File: config.mk
export PLATFORM = sky130hd
export DESIGN_NAME = mainfsm_flat
export DESIGN_NICKNAME = d
export VERILOG_FILES = /design/src/rtl/mainfsm_pkg.sv /design/src/rtl/mainfsm_if.sv /design/src/rtl/mainfsm_outdec.sv /design/src/rtl/mainfsm.sv /design/src/flat_wrapper.sv
export SDC_FILE = /design/constraint.sdc
export NUM_CORES = 1
export LEC_CHECK = 0
export BUFFER_PORTS_ARGS = -buffer_cell sky130_fd_sc_hd__buf_2
export CORE_MARGIN = 1
export CORE_UTILIZATION = 35
export CTS_CLUSTER_SIZE = 30
export DETAILED_ROUTE_END_ITERATION = 10
export PLACE_DENSITY_LB_ADDON = 0.1
export REMOVE_ABC_BUFFERS = 1
export SLEW_MARGIN = 30
export SYNTH_ARGS = -nofsm -noshare
export SYNTH_HDL_FRONTEND = slang
export SYNTH_SLANG_ARGS = --single-unit
File: constraint.sdc
create_clock -name clk -period 2.3 [get_ports clk]
set_clock_uncertainty 0.1 [all_clocks]
set_input_delay 0.23 -clock clk [delete_from_list [all_inputs] [get_ports clk]]
set_output_delay 0.23 -clock clk [all_outputs]
set_load 0.05 [all_outputs]
File: src/rtl/mainfsm_pkg.sv
// mainfsm_pkg: shared types and constants for the multicycle ARM main FSM.
// State encoding, instruction-field encodings, datapath select constants,
// the control-word struct, and the state-to-control-word decode function.
package mainfsm_pkg;

  typedef enum logic [3:0] {
    FETCH    = 4'd0,
    DECODE   = 4'd1,
    MEMADR   = 4'd2,
    MEMRD    = 4'd3,
    MEMWB    = 4'd4,
    MEMWR    = 4'd5,
    EXECUTER = 4'd6,
    EXECUTEI = 4'd7,
    ALUWB    = 4'd8,
    BRANCH   = 4'd9,
    UNKNOWN  = 4'd10
  } statetype;

  // Instr[27:26] encodings
  localparam logic [1:0] OP_DP  = 2'b00;
  localparam logic [1:0] OP_MEM = 2'b01;
  localparam logic [1:0] OP_BR  = 2'b10;

  // ALUSrcB selects
  localparam logic [1:0] SRCB_REG  = 2'b00;
  localparam logic [1:0] SRCB_IMM  = 2'b01;
  localparam logic [1:0] SRCB_FOUR = 2'b10;

  // ResultSrc selects
  localparam logic [1:0] RES_ALUOUT = 2'b00;
  localparam logic [1:0] RES_DATA   = 2'b01;
  localparam logic [1:0] RES_ALU    = 2'b10;

  // Per-state control word; branch is internal and only feeds PCS.
  typedef struct packed {
    logic       irwrite;
    logic       adrsrc;
    logic       alusrca;
    logic [1:0] alusrcb;
    logic [1:0] resultsrc;
    logic       aluop;
    logic       nextpc;
    logic       regw;
    logic       memw;
    logic       branch;
    logic       illegal;
  } ctrl_t;

  // Moore decode: every field not set for a state stays 0.
  function automatic ctrl_t ctrl_of(input statetype s);
    ctrl_t c;
    c = '0;
    case (s)
      FETCH: begin
        c.irwrite   = 1'b1;
        c.nextpc    = 1'b1;
        c.alusrca   = 1'b1;
        c.alusrcb   = SRCB_FOUR;
        c.resultsrc = RES_ALU;
      end
      DECODE: begin
        c.alusrca   = 1'b1;
        c.alusrcb   = SRCB_FOUR;
        c.resultsrc = RES_ALU;
      end
      MEMADR: begin
        c.alusrcb = SRCB_IMM;
      end
      MEMRD: begin
        c.adrsrc = 1'b1;
      end
      MEMWB: begin
        c.resultsrc = RES_DATA;
        c.regw      = 1'b1;
      end
      MEMWR: begin
        c.adrsrc = 1'b1;
        c.memw   = 1'b1;
      end
      EXECUTER: begin
        c.aluop = 1'b1;
      end
      EXECUTEI: begin
        c.alusrcb = SRCB_IMM;
        c.aluop   = 1'b1;
      end
      ALUWB: begin
        c.regw = 1'b1;
      end
      BRANCH: begin
        c.alusrcb   = SRCB_IMM;
        c.resultsrc = RES_ALU;
        c.branch    = 1'b1;
      end
      UNKNOWN: begin
        c.illegal = 1'b1;
      end
      default: begin
        c = '0;
      end
    endcase
    return c;
  endfunction

endpackage

File: src/rtl/mainfsm_if.sv
// mainfsm_if: instruction-field inputs and control outputs of the main FSM.
// master = decoder/datapath side, slave = the FSM itself.
interface mainfsm_if;
  logic [1:0] Op;
  logic [5:0] Funct;
  logic [3:0] Rd;
  logic       IRWrite;
  logic       AdrSrc;
  logic       ALUSrcA;
  logic [1:0] ALUSrcB;
  logic [1:0] ResultSrc;
  logic       ALUOp;
  logic       NextPC;
  logic       RegW;
  logic       MemW;
  logic       PCS;
  logic       Illegal;

  modport master (
    output Op, Funct, Rd,
    input  IRWrite, AdrSrc, ALUSrcA, ALUSrcB, ResultSrc, ALUOp,
           NextPC, RegW, MemW, PCS, Illegal
  );

  modport slave (
    input  Op, Funct, Rd,
    output IRWrite, AdrSrc, ALUSrcA, ALUSrcB, ResultSrc, ALUOp,
           NextPC, RegW, MemW, PCS, Illegal
  );
endinterface

File: src/rtl/mainfsm_outdec.sv
// mainfsm_outdec: combinational state -> control word decode.
module mainfsm_outdec
  import mainfsm_pkg::*;
(
  input  statetype state,
  output ctrl_t    ctrl
);

  // Translate a state into its full control word.
  always_comb begin
    ctrl = ctrl_of(state);
  end

endmodule

File: src/rtl/mainfsm.sv
// mainfsm: multicycle ARM main control FSM.
// Holds the state register, next-state logic and PCS. The control word is
// decoded from the next state and registered alongside it, so every output
// except PCS comes straight from flops and matches the current state.
// Optional build macro: MAINFSM_UNKNOWN_TRAP_EN makes UNKNOWN absorbing until
// reset; otherwise UNKNOWN lasts one cycle and returns to FETCH.
module mainfsm
  import mainfsm_pkg::*;
(
  input logic       clk,
  input logic       reset,
  mainfsm_if.slave  bus
);

  statetype state_r;
  statetype state_next_s;
  ctrl_t    ctrl_r;
  ctrl_t    ctrl_next_s;
  logic     funct_unused_s;

  // Only I (bit 5) and L/S (bit 0) steer the sequence.
  assign funct_unused_s = ^bus.Funct[4:1];

  // Next-state selection from the current state and instruction fields.
  always_comb begin
    state_next_s = state_r;
    case (state_r)
      FETCH:    state_next_s = DECODE;
      DECODE: begin
        case (bus.Op)
          OP_MEM: state_next_s = MEMADR;
          OP_BR:  state_next_s = BRANCH;
          OP_DP: begin
            if (bus.Funct[5]) begin
              state_next_s = EXECUTEI;
            end else begin
              state_next_s = EXECUTER;
            end
          end
          default: state_next_s = UNKNOWN;
        endcase
      end
      MEMADR: begin
        if (bus.Funct[0]) begin
          state_next_s = MEMRD;
        end else begin
          state_next_s = MEMWR;
        end
      end
      MEMRD:    state_next_s = MEMWB;
      MEMWB:    state_next_s = FETCH;
      MEMWR:    state_next_s = FETCH;
      EXECUTER: state_next_s = ALUWB;
      EXECUTEI: state_next_s = ALUWB;
      ALUWB:    state_next_s = FETCH;
      BRANCH:   state_next_s = FETCH;
`ifdef MAINFSM_UNKNOWN_TRAP_EN
      UNKNOWN:  state_next_s = UNKNOWN;
`else
      UNKNOWN:  state_next_s = FETCH;
`endif
      default:  state_next_s = FETCH;
    endcase
  end

  mainfsm_outdec u_outdec (
    .state (state_next_s),
    .ctrl  (ctrl_next_s)
  );

  // State and control-word registers; reset parks both in FETCH.
  always_ff @(posedge clk or negedge reset) begin
    if (!reset) begin
      state_r <= FETCH;
      ctrl_r  <= ctrl_of(FETCH);
    end else begin
      state_r <= state_next_s;
      ctrl_r  <= ctrl_next_s;
    end
  end

  assign bus.IRWrite   = ctrl_r.irwrite;
  assign bus.AdrSrc    = ctrl_r.adrsrc;
  assign bus.ALUSrcA   = ctrl_r.alusrca;
  assign bus.ALUSrcB   = ctrl_r.alusrcb;
  assign bus.ResultSrc = ctrl_r.resultsrc;
  assign bus.ALUOp     = ctrl_r.aluop;
  assign bus.NextPC    = ctrl_r.nextpc;
  assign bus.RegW      = ctrl_r.regw;
  assign bus.MemW      = ctrl_r.memw;
  assign bus.Illegal   = ctrl_r.illegal;
  // Writeback to R15 redirects the PC, as does a branch.
  assign bus.PCS       = ctrl_r.branch | (ctrl_r.regw & (bus.Rd == 4'hF));

endmodule

File: src/flat_wrapper.sv
// flat-port wrapper written by rule: the top's interface ports become plain ports
module mainfsm_flat import mainfsm_pkg::*;
  (clk, reset, bus_Op, bus_Funct, bus_Rd, bus_IRWrite, bus_AdrSrc, bus_ALUSrcA, bus_ALUSrcB, bus_ResultSrc, bus_ALUOp, bus_NextPC, bus_RegW, bus_MemW, bus_PCS, bus_Illegal);
  mainfsm_if bus_i ();
  input logic clk;
  input logic reset;
  input wire logic [$bits(bus_i.Op)-1:0] bus_Op;
  input wire logic [$bits(bus_i.Funct)-1:0] bus_Funct;
  input wire logic [$bits(bus_i.Rd)-1:0] bus_Rd;
  output wire logic [$bits(bus_i.IRWrite)-1:0] bus_IRWrite;
  output wire logic [$bits(bus_i.AdrSrc)-1:0] bus_AdrSrc;
  output wire logic [$bits(bus_i.ALUSrcA)-1:0] bus_ALUSrcA;
  output wire logic [$bits(bus_i.ALUSrcB)-1:0] bus_ALUSrcB;
  output wire logic [$bits(bus_i.ResultSrc)-1:0] bus_ResultSrc;
  output wire logic [$bits(bus_i.ALUOp)-1:0] bus_ALUOp;
  output wire logic [$bits(bus_i.NextPC)-1:0] bus_NextPC;
  output wire logic [$bits(bus_i.RegW)-1:0] bus_RegW;
  output wire logic [$bits(bus_i.MemW)-1:0] bus_MemW;
  output wire logic [$bits(bus_i.PCS)-1:0] bus_PCS;
  output wire logic [$bits(bus_i.Illegal)-1:0] bus_Illegal;
  assign bus_i.Op = bus_Op;
  assign bus_i.Funct = bus_Funct;
  assign bus_i.Rd = bus_Rd;
  assign bus_IRWrite = bus_i.IRWrite;
  assign bus_AdrSrc = bus_i.AdrSrc;
  assign bus_ALUSrcA = bus_i.ALUSrcA;
  assign bus_ALUSrcB = bus_i.ALUSrcB;
  assign bus_ResultSrc = bus_i.ResultSrc;
  assign bus_ALUOp = bus_i.ALUOp;
  assign bus_NextPC = bus_i.NextPC;
  assign bus_RegW = bus_i.RegW;
  assign bus_MemW = bus_i.MemW;
  assign bus_PCS = bus_i.PCS;
  assign bus_Illegal = bus_i.Illegal;
  mainfsm u_core (.clk(clk), .reset(reset), .bus(bus_i));
endmodule
==> impl_metrics.toml <==
[yosys]
async_reset_ff_share_pct = 100.0
ys_ff_latch = 16
synth_area_um2 = 711.9
synth_edf_count = 0
yosysUniqueCellTypes = 26
synth_area_leader_cell = "dfrtp_1"
synthCells = 62
synth_ff_type = "dfrtp_1"
synth-seq-area-share_pct = 56.94
syn_avg_cell_area_um2 = 11.48
synth.top_cell.area_share_pct = 42.18
yosysWarnings = 0
yosys-top-cells-area = "dfrtp_1 42%, dfstp_2 15%, buf_4 7.4%"

[route]
dr.pass1.iters = 1
num_vias = 483
wl_um = 1137
routed_via_density = 4.600
wl_per_cell_um = 10.83
drt_iter0_markers = 0
ant_nets = 0
drc = 0

[timing]
period_needed_ns = 1.423
timing.hold.ws_ns = 0.06764
worst_slew_margin_rel_pct = 75.12
finalHoldViolations = 0
rsz0062_at_grt = "false"
period_share_pct = 61.86
finalSetupViolCount = 0
fmax_mhz = 702.8
worst_pin_slew_ns = 0.3733
setup_tns_ns = 0
slew_viol_final = 0

[worst_setup_path]
start_kind = "flip-flop"
crit_type = "reg2out"
end_kind = "output port"
worstPathMaxFanout = 2
cp.required_ns = 1.97
arrival_ns = 1.09

[global_routing]
first_global_vias = 474
grt_busiest_layer = "met2"
gr-total-overflow = 0
use_met1_pct = 15.61
grt_use_met2_pct = 21.11
grt_max_degree = 17
grt_pass1_wl_um = 1966
use_met3_pct = 5.000
track_usage_pct = 13.49
grt_antenna_before_repair = 0

[clocking]
cts_sinks = 16
cts.path.max_buffers = 2
cts_tree = "done"
post_cts_buffers = 0
cts_buffers = 3
h-tree-depth = 1
clk_latency_ns = 0.28
ctsResizeCount = 0
ctsHoldBuffers = 1
cts.clk_slew.worst_paths_ns = 0.09
cts_root_buffer = "clkbuf_4"

[floorplan]
fp.dieH_um = 47.10
io_pins = 27
die_w_um = 47.10
fp-row-count = 15
start_util_pct = 39.11
core_um2 = 1821
dieArea_um2 = 2218

[layout]
final_common_cell = "buf_2"
synthToLayoutAreaGrowth_pct = 16.70
nets = 95
layout_common_cells = "22 x buf_2, 12 x dfrtp_1, 4 x nor2_1, 4 x nor3_1, 4 x dfstp_2"
layout-drive-gt1-share_pct = 42.50
diodes = 0

[power_and_ir_drop]
total_power_mw = 1.295
clkPwrFrac_pct = 13.9
peakVddDrop_mv = 0.5634
internal-power_uw = 692.0
comb_power_share_pct = 46.5
leakagePower_nw = 0.4377
power.share.switching_pct = 46.57
seqPwrFrac_pct = 39.5
p_switching_uw = 603.3
power_per_cell_area_nw_per_um2 = 1559

[job]
drv_cap = 0

[placement]
hpwl_um = 823.9
port_buffers = 22
place_congestion = 0.7118

[hold_path]
hp-class = "in2reg"

[status]
status = "completed"
-- path summary, 6_finish.rpt --
path                              startpoint                 end  slack (ns)  cells past startpoint
max                          u_core.bus.RegW             bus_PCS        0.88                      2
min                                bus_Op[0]    u_core.bus.ALUOp        0.07                      2
max reg2reg                u_core.state_r[2]   u_core.state_r[3]        1.06                      3
min reg2reg                u_core.state_r[3]   u_core.state_r[3]        0.54                      1
max in group asynchronous              reset  u_core.bus.ALUSrcA        1.52                      2
min in group asynchronous              reset    u_core.ctrl_r[1]        0.28                      2
-- flip-flops by register name, summed over array words and instances (netlist names) --
signal	flops
u_core.bus.RegW	1
u_core.bus.AdrSrc	1
u_core.bus.ResultSrc	2
u_core.bus.IRWrite	1
u_core.ctrl_r	1
u_core.bus.ALUOp	1
u_core.state_r	4
u_core.bus.MemW	1
u_core.bus.ALUSrcA	1
u_core.bus.ALUSrcB	2
u_core.bus.Illegal	1
-- logic make-up after synthesis --
kind of cell | after synthesis | share of synthesized area, %
buf+inv | 10 | 10.19
simple gates | 25 | 22.50
compound gates | 11 | 10.37
flops | 16 | 56.94
-- layout make-up --
class | instances | area, µm²
tap | 25 | 31.28
multi-input combinational | 36 | 234.0
sequential | 16 | 405.4
fill | 184 | 989.7
inverter | 1 | 3.754
timing repair buffer | 23 | 120.1
clock buffer | 4 | 36.28
-- worst max-delay path, cell delays in order, from the launching register on --
cell,delay (ns)
dfrtp_1,0.38
a31o_2,0.22
buf_2,0.20
-- metrics by stage --
| stage | std cells | cell area, µm² | setup slack (ns) | utilization (%) |
|---|---|---|---|---|
| floorplan | 53 | 643.1 | 0.9528 | - |
| global placement | 100 | 784.5 | 1.053 | 43.09 |
| detailed placement | 100 | 784.5 | 1.036 | 43.09 |
| CTS | 105 | 830.8 | 0.8578 | 45.64 |
| global route | 105 | 830.8 | 0.8182 | 45.64 |
| finish | 105 | 830.8 | 0.8772 | 45.64 |
-- Yosys cell counts (all sizes together) (2+ instances only) --
cell,count
nor2,5
dfrtp,12
o21bai,3
and3,3
a22oi,2
a21oi,3
buf,9
dfstp,4
nor2b,3
nor3,4
nand2b,3
and2,2
-- metal layers --
layer / vias to the layer above / part of all wire, %
met5: - / 0
met4: 0 / 0.97
met3: 2 / 6.0
met2: 15 / 47
met1: 228 / 46
li1: 238 / -
-- power groups by stage --
stage	Combinational [mW]	Clock, mW	Sequential (mW)
after floorplan	0.214	0	0.774
after CTS	0.610	0.192	0.513
after detailed placement	0.606	0	0.519
after global placement	0.604	0	0.520
after global routing	0.652	0.205	0.533
final	0.603	0.180	0.512
Power figures use the tool's default switching activity.
